### src/rtl/security_pkg.sv
// Shared definitions for the zoned security controller.
// Holds the state encoding and its width. Codes 5..7 are never
// entered and are treated as DISARMED wherever they are decoded.
package security_pkg;

  localparam int STATE_W = 3;

  typedef enum logic [STATE_W-1:0] {
    DISARMED    = 3'd0,
    EXIT_DELAY  = 3'd1,
    ARMED       = 3'd2,
    ENTRY_DELAY = 3'd3,
    ALARM       = 3'd4
  } state_t;

endpackage

### src/rtl/security_delay_timer.sv
// Loadable down-counter shared by the exit delay, the entry delay and
// the siren timeout.
// Ports:
//   clk, reset_n      clock, async active-low reset
//   load, load_value  synchronous load (takes priority over counting)
//   count             current value
//   zero              1 when count == 0
// When not loading, the counter decrements once per cycle and stops at 0.
module security_delay_timer #(
  parameter int CNT_W = 16
) (
  input  logic             clk,
  input  logic             reset_n,
  input  logic             load,
  input  logic [CNT_W-1:0] load_value,
  output logic [CNT_W-1:0] count,
  output logic             zero
);

  always_ff @(posedge clk or negedge reset_n) begin
    if (!reset_n) begin
      count <= '0;
    end else if (load) begin
      count <= load_value;
    end else if (count != '0) begin
      count <= count - CNT_W'(1);
    end
  end

  assign zero = (count == '0);

endmodule

### src/rtl/zoned_security_ctrl.sv
// Multi-zone security controller: arms with an exit delay, gives an entry
// warning for delayed zones, drives the siren with an automatic re-arm
// timeout, records which zones tripped and counts alarm events.
// Ports:
//   clk, reset_n         clock, async active-low reset
//   arm, disarm          keypad requests (disarm dominates)
//   zone_sensor          per-zone violation level
//   zone_instant         per-zone: 1 = straight to ALARM, 0 = via entry delay
//   zone_bypass          per-zone: 1 = ignore the zone
//   alarm                siren (ALARM only)
//   pre_alarm            entry-warning beeper (ENTRY_DELAY only)
//   armed                any state other than DISARMED
//   state                raw state code
//   trip_zones           sticky zones tripped since the last arm
//   alarm_events         saturating count of ALARM entries
//
// state       | meaning
// ------------+---------------------------------------------------
// DISARMED    | idle, sensors ignored, waits for arm
// EXIT_DELAY  | occupants leaving, sensors ignored for EXIT_DLY cycles
// ARMED       | watching active zones
// ENTRY_DELAY | delayed zone tripped, ENTRY_DLY cycles to disarm
// ALARM       | siren on; re-arms after ALARM_TIMEOUT (0 = never)
module zoned_security_ctrl
  import security_pkg::*;
#(
  parameter int NUM_ZONES     = 4,
  parameter int CNT_W         = 16,
  parameter int EXIT_DLY      = 16,
  parameter int ENTRY_DLY     = 16,
  parameter int ALARM_TIMEOUT = 64,
  parameter int EVT_W         = 8
) (
  input  logic                 clk,
  input  logic                 reset_n,
  input  logic                 arm,
  input  logic                 disarm,
  input  logic [NUM_ZONES-1:0] zone_sensor,
  input  logic [NUM_ZONES-1:0] zone_instant,
  input  logic [NUM_ZONES-1:0] zone_bypass,
  output logic                 alarm,
  output logic                 pre_alarm,
  output logic                 armed,
  output logic [STATE_W-1:0]   state,
  output logic [NUM_ZONES-1:0] trip_zones,
  output logic [EVT_W-1:0]     alarm_events
);

  // Load values are "dwell - 1": the state is left on the edge after the
  // counter has reached zero, giving exactly the programmed dwell.
  localparam logic [CNT_W-1:0] EXIT_LD  = CNT_W'(EXIT_DLY - 1);
  localparam logic [CNT_W-1:0] ENTRY_LD = CNT_W'(ENTRY_DLY - 1);
  localparam logic [CNT_W-1:0] ALM_LD   =
    (ALARM_TIMEOUT > 0) ? CNT_W'(ALARM_TIMEOUT - 1) : '0;
  localparam bit ALM_AUTO_REARM = (ALARM_TIMEOUT > 0);

  state_t st_q, st_d;

  logic                 tmr_load;
  logic [CNT_W-1:0]     tmr_val;
  logic [CNT_W-1:0]     tmr_count;
  logic                 tmr_zero;
  logic                 trip_clr;
  logic                 trip_acc;
  logic                 alarm_entry;
  logic [NUM_ZONES-1:0] active;
  logic                 inst_hit;
  logic                 any_hit;

  assign active   = zone_sensor & ~zone_bypass;
  assign inst_hit = |(active & zone_instant);
  assign any_hit  = |active;

  security_delay_timer #(
    .CNT_W(CNT_W)
  ) u_timer (
    .clk        (clk),
    .reset_n    (reset_n),
    .load       (tmr_load),
    .load_value (tmr_val),
    .count      (tmr_count),
    .zero       (tmr_zero)
  );

  always_ff @(posedge clk or negedge reset_n) begin
    if (!reset_n) begin
      st_q <= DISARMED;
    end else begin
      st_q <= st_d;
    end
  end

  always_comb begin
    st_d     = st_q;
    tmr_load = 1'b0;
    tmr_val  = '0;
    trip_clr = 1'b0;
    trip_acc = 1'b0;
    if (disarm) begin
      st_d     = DISARMED;
      tmr_load = 1'b1;
    end else begin
      case (st_q)
        EXIT_DELAY: begin
          if (tmr_zero) st_d = ARMED;
        end
        ARMED: begin
          trip_acc = 1'b1;
          if (inst_hit) begin
            st_d     = ALARM;
            tmr_load = 1'b1;
            tmr_val  = ALM_LD;
          end else if (any_hit) begin
            st_d     = ENTRY_DELAY;
            tmr_load = 1'b1;
            tmr_val  = ENTRY_LD;
          end
        end
        ENTRY_DELAY: begin
          trip_acc = 1'b1;
          if (inst_hit || tmr_zero) begin
            st_d     = ALARM;
            tmr_load = 1'b1;
            tmr_val  = ALM_LD;
          end
        end
        ALARM: begin
          trip_acc = 1'b1;
          if (ALM_AUTO_REARM && tmr_zero) st_d = ARMED;
        end
        default: begin
          // DISARMED and the unreachable codes behave identically.
          if (arm) begin
            st_d     = EXIT_DELAY;
            tmr_load = 1'b1;
            tmr_val  = EXIT_LD;
            trip_clr = 1'b1;
          end
        end
      endcase
    end
  end

  assign alarm_entry = (st_d == ALARM) && (st_q != ALARM);

  always_ff @(posedge clk or negedge reset_n) begin
    if (!reset_n) begin
      trip_zones   <= '0;
      alarm_events <= '0;
    end else begin
      if (trip_clr) begin
        trip_zones <= '0;
      end else if (trip_acc) begin
        trip_zones <= trip_zones | active;
      end
      if (alarm_entry && (alarm_events != '1)) begin
        alarm_events <= alarm_events + EVT_W'(1);
      end
    end
  end

  always_comb begin
    alarm     = (st_q == ALARM);
    pre_alarm = (st_q == ENTRY_DELAY);
    armed     = (st_q == EXIT_DELAY) || (st_q == ARMED) ||
                (st_q == ENTRY_DELAY) || (st_q == ALARM);
  end

  assign state = st_q;

endmodule

### config.mk
export PLATFORM = sky130hd
export DESIGN_NAME = zoned_security_ctrl
export DESIGN_NICKNAME = d
export VERILOG_FILES = /design/src/rtl/security_pkg.sv /design/src/rtl/security_delay_timer.sv /design/src/rtl/zoned_security_ctrl.sv
export SDC_FILE = /design/constraint.sdc
export NUM_CORES = 1
export LEC_CHECK = 0
export BUFFER_PORTS_ARGS = -buffer_cell sky130_fd_sc_hd__buf_4
export CAP_MARGIN = 5
export CORE_MARGIN = 5
export CORE_UTILIZATION = 59
export CTS_CLUSTER_SIZE = 14
export DETAILED_ROUTE_END_ITERATION = 6
export PLACE_DENSITY = 0.84
export REMOVE_ABC_BUFFERS = 1
export SYNTH_ARGS = -nofsm -noshare
export SYNTH_HDL_FRONTEND = slang
export SYNTH_SLANG_ARGS = --single-unit
### constraint.sdc
create_clock -name clk -period 7.5 [get_ports clk]
set_clock_uncertainty 0.1 [all_clocks]
set_input_delay 2.25 -clock clk [delete_from_list [all_inputs] [get_ports clk]]
set_output_delay 2.25 -clock clk [all_outputs]
set_load 0.02 [all_outputs]
==> metrics.cfg <==
[run_status]
status = completed

[global_route]
grt_max_degree = 32
met2_usage_pct = 35.63
grt_pass1_vias = 1529
grt_pass1_wl_um = 6782
grt_usage_pct = 21.10
overflow = 0
antenna_found_initial = 0
use_met1_pct = 25.22
busiest_layer = met2
gr-usage-met3_pct = 5.872

[floorplan]
initial_utilization_pct = 62.63
die_w_um = 64.80
io_pins = 34
fp.dieH_um = 64.80
core_area_sq_mm = 0.002829
placement_rows = 19
dieArea_sq_mm = 0.004199

[synthesis]
syn_avg_cell_area_sq_um = 9.276
synth-xor-area-share_pct = 10.38
synth_top_area_share_pct = 43.79
synth_top_cell_by_area = dfrtp_1
synth_top_family_by_area = simple AND/OR/NAND/NOR gates
synthTopCellsByArea = dfrtp_1 (44%), nor2_1 (6.6%), xor2_1 (5.4%)
synth-main-ff-cell = dfrtp_1
synth_common_cells = dfrtp_1 (31), nor2_1 (31), nand2_1 (16)
ys_ff_latch = 31
synth_simple_gate_area_share_pct = 26.34
synth-edff-count = 0
synthMuxAreaShare_pct = 0.6356
syn_area_sq_mm = 0.001772
synthDistinctLibCells = 40
ys_seq_area_share_pct = 43.79
yosysWarnings = 0
synth_compound_area_share_pct = 13.56
async_flop_share_pct = 100.0
synth_fa_ha_area_share_pct = 2.119
synthCells = 191

[power]
p_leak_uw = 0.001011
total_power_uw = 934.4
powerDensity_mw_per_mm2 = 444.3
irDropWorstVdd_v = 0.0002469

[route]
route.final.wire_length_um = 3858
dr.pass1.iters = 4
drc = 0
drt_iter0_drc = 166
wl_per_cell_um = 15.07
vias = 1483
vias_per_cell = 5.793
postRouteAntennaNets = 0

[cells_and_area]
layout.area.seq_sq_um = 775.7
nets = 244
drive_gt1_share_pct = 22.22
multi_input_area_sq_um = 939.7
areaGrowthSynthToFinish_pct = 18.71
fill_cells = 205
design_area_sq_mm = 0.002103
diodes = 0
post-route-util_pct = 74.35

[placed_design]
dp_hpwl_um = 2913
port_buffers = 33
routabilityCongestion = 0.8470
placed_cell_area_sq_mm = 0.002032
place_ws_ps = 3233

[clock_network]
root_buffer = clkbuf_4
cts_setup_buffers = 0
holdBufCountCts = 0
htree_levels = 2
cts.clk_slew.worst_paths_ps = 90
postCtsResizedCells = 0
clkLatencyLatePin_ps = 330
cts_buffers = 5
cts_tree = built
cts_buffer_depth = 2
cts_num_sinks = 31

[critical_path]
worstPathRequired_ps = 5150
worstPathMaxFanout = 12
cp-start-kind = register
crit_type = reg2out
worstSetupEndpointType = primary output
arrival_ps = 1710

[timing]
max_freq_ghz = 0.2461
period_share_pct = 54.17
finalSetupTns_ps = 0
worst_pin_slew_ps = 598.9
hold_viol = 0
final_max_slew_viol_count = 0
setup_viol = 0
slew_headroom_pct = 59.86
setup_ws_ps = 3437
final.min_clock_period_ps = 4063
rsz0062_at_grt = no

[worst_hold_path]
hold_class = reg2reg

[job]
cap_violations = 0

-- power by group --
group	total, uW	switching [uW]	internal [uW]
Sequential	298	70.9	227
Clock	125	56.4	68.6
Combinational	511	301	210
-- placed cells by master, fill, tap and decap left out, types with 2 or more instances in the layout --
cell	instances
buf_4	33
nor2_1	31
dfrtp_1	31
nand2_1	16
xor2_1	11
a21oi_1	10
xnor2_1	10
inv_1	8
nand3_1	7
nor4_1	6
nor3_1	6
clkbuf_4	5
nand3b_1	4
nor2b_1	4
nand2b_1	3
o21ai_0	3
a211oi_1	3
and3_1	3
ha_1	3
a21oi_2	2
o21a_1	2
o31ai_1	2
nor3_2	2
o22a_1	2
-- state kept, by name (all words and copies together), names as in the netlist --
signal         flops
u_timer.count     16
alarm_events       8
trip_zones         4
state              3
-- per-stage QoR --
stage          instances  hold WS, ps
3_5_place_dp         249        392.0
4_1_cts              256        410.9
2_1_floorplan        185        404.9
5_1_grt              256        441.0
3_3_place_gp         249        382.9
6_report             256        409.0
-- cell families (layout without fill, tap and decap cells) --
| family | Yosys count | in the layout |
|---|---|---|
| AND/OR/NAND/NOR | 90 | 90 |
| AO/OA/AOI/OAI | 31 | 31 |
| flip-flops | 31 | 31 |
| XOR/XNOR | 21 | 21 |
| buffers and inverters | 14 | 48 |
| adder cells (fa/ha/maj) | 3 | 3 |
| multiplexers | 1 | 1 |
-- metal layers --
| layer | vias up | part of all wire (%) |
|---|---|---|
| li1 | 734 | - |
| met1 | 702 | 43 |
| met2 | 40 | 50 |
| met3 | 7 | 4.7 |
| met4 | 0 | 1.8 |
| met5 | - | 0 |
-- layout make-up --
class / count / area share (%)
multi-input combinational: 146 / 44.68
clock buffer: 6 / 1.963
clock inverter: 1 / 1.428
tap: 31 / 1.844
timing repair buffer: 33 / 11.78
inverter: 8 / 1.428
sequential: 31 / 36.88
-- worst paths after layout --
| check | from | endpoint | slack [ps] | cells after the start |
|---|---|---|---|---|
| worst max-delay path | state[0] | armed | 3440 | 4 |
| worst min-delay path | alarm_events[4] | alarm_events[4] | 410 | 1 |
| worst max register to register | u_timer.count[8] | alarm_events[1] | 4510 | 6 |
| worst min register to register | alarm_events[4] | alarm_events[4] | 410 | 1 |
| max in group asynchronous | reset_n | trip_zones[1] | 5290 | 1 |
| min in group asynchronous | reset_n | state[1] | 1720 | 1 |
-- worst max-delay path, stage by stage (launching register included) --
cell and delay [ps]:
dfrtp_1 520, nor2_1 220, xor2_1 360, inv_1 110, buf_4 170
(Power assumes the default switching activity.)
